[src/rtl/fifo_stream_out.sv]
// Read-side adapter for the synchronous FIFO: turns pop/registered-q into a
// valid/ready stream, absorbing the one-cycle read latency in a small buffer.
module fifo_stream_out #(
  parameter int WIDTH       = 8,
  parameter int BUF_DEPTH   = 2,
  parameter int LEVEL_WIDTH = 4
) (
  input  logic                   clk,
  input  logic                   rst,
  input  logic                   fifo_empty,
  input  logic [WIDTH-1:0]       fifo_q,
  output logic                   fifo_pop,
  output logic [WIDTH-1:0]       out_data,
  output logic                   out_valid,
  input  logic                   out_ready,
  output logic [LEVEL_WIDTH-1:0] level
);

  localparam int PTR_W = $clog2(BUF_DEPTH);
  localparam logic [PTR_W-1:0]       LAST_PTR  = PTR_W'(BUF_DEPTH - 1);
  localparam logic [LEVEL_WIDTH:0]   DEPTH_EXT = (LEVEL_WIDTH + 1)'(BUF_DEPTH);

  logic [WIDTH-1:0]       buf_mem [BUF_DEPTH];
  logic [PTR_W-1:0]       rd_ptr;
  logic [PTR_W-1:0]       wr_ptr;
  logic [LEVEL_WIDTH-1:0] buf_count;
  logic                   inflight;
  logic                   take;
  logic [LEVEL_WIDTH:0]   committed;

  function automatic logic [PTR_W-1:0] next_ptr(input logic [PTR_W-1:0] p);
    return (p == LAST_PTR) ? '0 : p + PTR_W'(1);
  endfunction

  assign out_valid = (buf_count != '0);
  assign out_data  = buf_mem[rd_ptr];
  assign level     = buf_count;
  assign take      = out_valid & out_ready;

  // Slots already spoken for once this cycle's take leaves; the extra bit keeps
  // the sum from wrapping. out_ready reaches fifo_pop combinationally here.
  assign committed = {1'b0, buf_count} + (LEVEL_WIDTH + 1)'(inflight)
                   - (LEVEL_WIDTH + 1)'(take);
  assign fifo_pop  = !rst && !fifo_empty && (committed < DEPTH_EXT);

  always_ff @(posedge clk) begin
    if (rst) begin
      rd_ptr    <= '0;
      wr_ptr    <= '0;
      buf_count <= '0;
      inflight  <= 1'b0;
    end else begin
      inflight <= fifo_pop;
      if (take)
        rd_ptr <= next_ptr(rd_ptr);
      if (inflight)
        wr_ptr <= next_ptr(wr_ptr);
      case ({inflight, take})
        2'b10:   buf_count <= buf_count + LEVEL_WIDTH'(1);
        2'b01:   buf_count <= buf_count - LEVEL_WIDTH'(1);
        default: buf_count <= buf_count;
      endcase
    end
  end

  // Storage needs no reset; a word returning during reset is dropped.
  always_ff @(posedge clk) begin
    if (!rst && inflight)
      buf_mem[wr_ptr] <= fifo_q;
  end

endmodule
[config.mk]
export PLATFORM = sky130hd
export DESIGN_NAME = fifo_stream_out
export DESIGN_NICKNAME = d
export VERILOG_FILES = /design/src/rtl/fifo_stream_out.sv
export SDC_FILE = /design/constraint.sdc
export NUM_CORES = 1
export LEC_CHECK = 0
export ABC_AREA = 1
export CAP_MARGIN = 40
export CORE_MARGIN = 8
export CORE_UTILIZATION = 50
export CTS_BUF_LIST = sky130_fd_sc_hd__clkbuf_2
export DETAILED_ROUTE_END_ITERATION = 10
export GPL_ROUTABILITY_DRIVEN = 0
export PLACE_DENSITY = 0.85
export SLEW_MARGIN = 30
export SYNTH_ARGS = -nofsm -noshare
export SYNTH_HDL_FRONTEND = slang
export SYNTH_SLANG_ARGS = --single-unit
[constraint.sdc]
create_clock -name clk -period 2.9 [get_ports clk]
set_input_delay 0.58 -clock clk [delete_from_list [all_inputs] [get_ports clk]]
set_output_delay 0.58 -clock clk [all_outputs]
set_load 0.02 [all_outputs]
==> flow_metrics.tcl <==
set metrics [dict create \
    grt_max_degree 14 \
    die-area_um2 4197 \
    final.min_clock_period_ns 3.140 \
    ys_types 23 \
    htreeDepth 1 \
    p_leak_uw 0.0007247 \
    cp_max_fo 2 \
    die_w_um 64.79 \
    multiInputGateArea_um2 536.8 \
    whs_path_depth 2 \
    status "finished with violations" \
    rsz0062_at_grt "true" \
    netSwitchingFraction 0.3952 \
    drt_iter0_drc 19 \
    clkTransAtPathRegs_ns 0.20 \
    async_flop_share 0 \
    hp-class "register to register" \
    hold_viol_final 0 \
    synth_nets 128 \
    clockPowerShare 0.066 \
    cts_tree "done" \
    path_common_cell "nand2_1" \
    crit_type "register to output port" \
    holdBufCountCts 0 \
    synth_xor_area_frac 0.01472 \
    grt_pass1_vias 1066 \
    seq_area_frac_synth 0.5384 \
    drcViolationCount 0 \
    drt_pass1_iterations 3 \
    violations "setup timing" \
    hpwl_um 2035 \
    hold_end "wr_ptr" \
    nNetsFinal 186 \
    regArea_um2 646.9 \
    fin_ws_ns -0.2404 \
    synth_edf_count 16 \
    setup_viol 1 \
    worst_skew_pair.late_latency_ns 0.32 \
    tightest_slew_ns 0.6579 \
    routed_wl_um 2799 \
    overflow 0 \
    grt_pass1_wl_um 4560 \
    via_per_inst 5.047 \
    hold_start "wr_ptr" \
    reg2reg_slack_ns 0.73 \
    comb_power_share 0.684 \
    synth_compound_area_frac 0.03155 \
    synth_fa_ha_area_frac 0.1073 \
    synth_top_family_by_area "simple AND/OR/NAND/NOR gates" \
    cp-end-kind "output port" \
    routedWlPerCell_um 14.58 \
    crit_chain "inv_4, ha_4, nand3_2, and2_4, ha_4, nor2_4, inv_2, fa_2, nand3b_1, nand2_1, nand2_1, nand2_1, nand2_2, nor2_4, buf_6" \
    critPathRequiredTime_ns 2.32 \
    drive_gt1_frac 0.3659 \
    synth_seq_cells 24 \
    synth.most_common_cell "nand2_1" \
    whs_ns 0.5035 \
    pwr-share-seq 0.251 \
    synth_warnings 0 \
    cts_made_buffers 3 \
    track_usage 0.1358 \
    maxCapViolCount 0 \
    crit_arrival_ns 2.56 \
    vias 969 \
    yosysTopAreaCellShare 0.4038 \
    slew_viol_final 0 \
    power_density_nw_per_um2 1064 \
    rows 17 \
    synth_top_cell_by_area "edfxtp_1" \
    slew_headroom 0.5598 \
    cts_buffer_depth 2 \
    diodes 0 \
    die_y_um 64.79 \
    synth_common_cells "nand2_1 (20), edfxtp_1 (16), dfxtp_1 (8), mux2_1 (8), nor2_1 (8)" \
    fin_crit_sh 1.083 \
    n_fill_cell 158 \
    avgSynthCellArea_um2 11.12 \
    critPathTopFamily "simple AND/OR/NAND/NOR gates" \
    r2r-start "level[2]" \
    initial_core_util 0.5328 \
    vdd_drop_max_v 0.0009718 \
    cts_num_sinks 24 \
    crit_start "level[2]" \
    portBuffers 25 \
    crit_path_top_delay_cell "dfxtp_4" \
    cpPeakStageDelay_ns 0.40 \
    area_delta_synth_final_pct 47.84 \
    crit_buf_inv 3 \
    core_area_um2 2233 \
    io-pin-count 26 \
    yosys.area_share.simple 0.1861 \
    clock_skew_ns 0.01481 \
    internal_power_uw 1132 \
    synthTopCellsByArea "edfxtp_1 (40%), dfxtp_1 (13%), mux2_1 (7.6%)" \
    critPathLaunchType "register" \
    fmax_mhz 318.4 \
    synth_mux_area_frac 0.07571 \
    post-place-ws_ns -0.8086 \
    cts_root_buf "clkbuf_2" \
    antenna_found_initial 0 \
    ff2ff_path_depth 14 \
    p_sw_uw 739.4 \
    synthFlopType "edfxtp_1" \
    final_antenna_net_count 0 \
    synthesis.area_um2 1190 \
    rr_endpoint "inflight" \
    synthCells 107 \
]
worst register-to-register path: cells and delay by family, from the launching register on:
family	cells	cell delay, ns
buf+inv	2	0.09
fa+ha+maj	3	0.68
flops	1	0.40
simple gates	9	0.94
power by group through the flow:
stage	combinational (uW)	sequential, uW	clock [uW]
2_1_floorplan	601	489	0
3_3_place_gp	996	471	0
3_5_place_dp	1040	474	0
4_1_cts	1210	469	127
5_1_grt	1390	476	138
6_report	1280	469	123
cell type report:
class | count | area share
Clock buffer | 4 | 0.01138
Inverter | 12 | 0.02703
Multi-Input combinational cell | 69 | 0.3051
Sequential cell | 24 | 0.3677
Tap cell | 28 | 0.01991
Timing Repair Buffer | 55 | 0.2688
cell usage in the layout, fill, tap and decap left out, types with 3 or more instances in the layout:
| cell | Yosys | final |
|---|---|---|
| a21oi_1 | 5 | 5 |
| buf_4 | 0 | 31 |
| clkbuf_2 | 0 | 4 |
| clkdlybuf4s50_1 | 0 | 22 |
| dfxtp_1 | 8 | 5 |
| edfxtp_1 | 16 | 16 |
| ha_1 | 7 | 5 |
| inv_1 | 7 | 5 |
| inv_2 | 5 | 6 |
| mux2_1 | 8 | 8 |
| nand2_1 | 20 | 19 |
| nand3_2 | 3 | 3 |
| nor2_1 | 8 | 7 |
metal layers:
metal  part of all wire  global-route usage  vias up
met5                  0                   0        -
met4              0.013             0.05995        0
met3              0.054             0.03608        6
met2               0.54              0.2634       27
met1               0.39              0.1296      466
li1                   -                   -      470
metrics by stage:
stage / cells / power, uW / util / instance area (um^2) / TNS [ns]
2_1_floorplan: 107 / 1090 / - / 1216 / 0
3_3_place_gp: 177 / 1467 / 0.7317 / 1634 / -0.7193
3_5_place_dp: 177 / 1510 / 0.7317 / 1634 / -0.8086
4_1_cts: 190 / 1811 / 0.7810 / 1744 / -0.2192
5_1_grt: 192 / 2000 / 0.7877 / 1759 / -0.4097
6_report: 192 / 1871 / 0.7877 / 1759 / -0.2404
registers in the layout, summed over array words and instances (netlist names), named ones only:
register / cells
inflight: 1
rd_ptr: 1
buf_mem: 16
wr_ptr: 1
level: 4
cell families after synthesis:
kind of cell / count (synthesis)
and+or+nand+nor: 43
adders and majority gates: 9
muxes: 8
xor gates and xnor gates: 2
buffers and inverters: 14
AOI/OAI and AO/OA: 7
DFF: 24
worst max-delay path by stage:
stage	slack, ns	end	cells after the start
detailed placement	-0.81	fifo_pop	13
CTS	-0.22	fifo_pop	15
floorplan	0.006	fifo_pop	14
global route	-0.41	fifo_pop	15
global placement	-0.72	fifo_pop	13
finish	-0.24	fifo_pop	15
repair_timing:
action	in CTS	in global routing
resized for setup	16	0
buffers inserted	9	2
hold endpoints to repair	0	0
cloned	0	0
pin swaps	8	6
endpoints found under the setup margin	1	1
No activity file was read; power rests on OpenSTA's default activity.
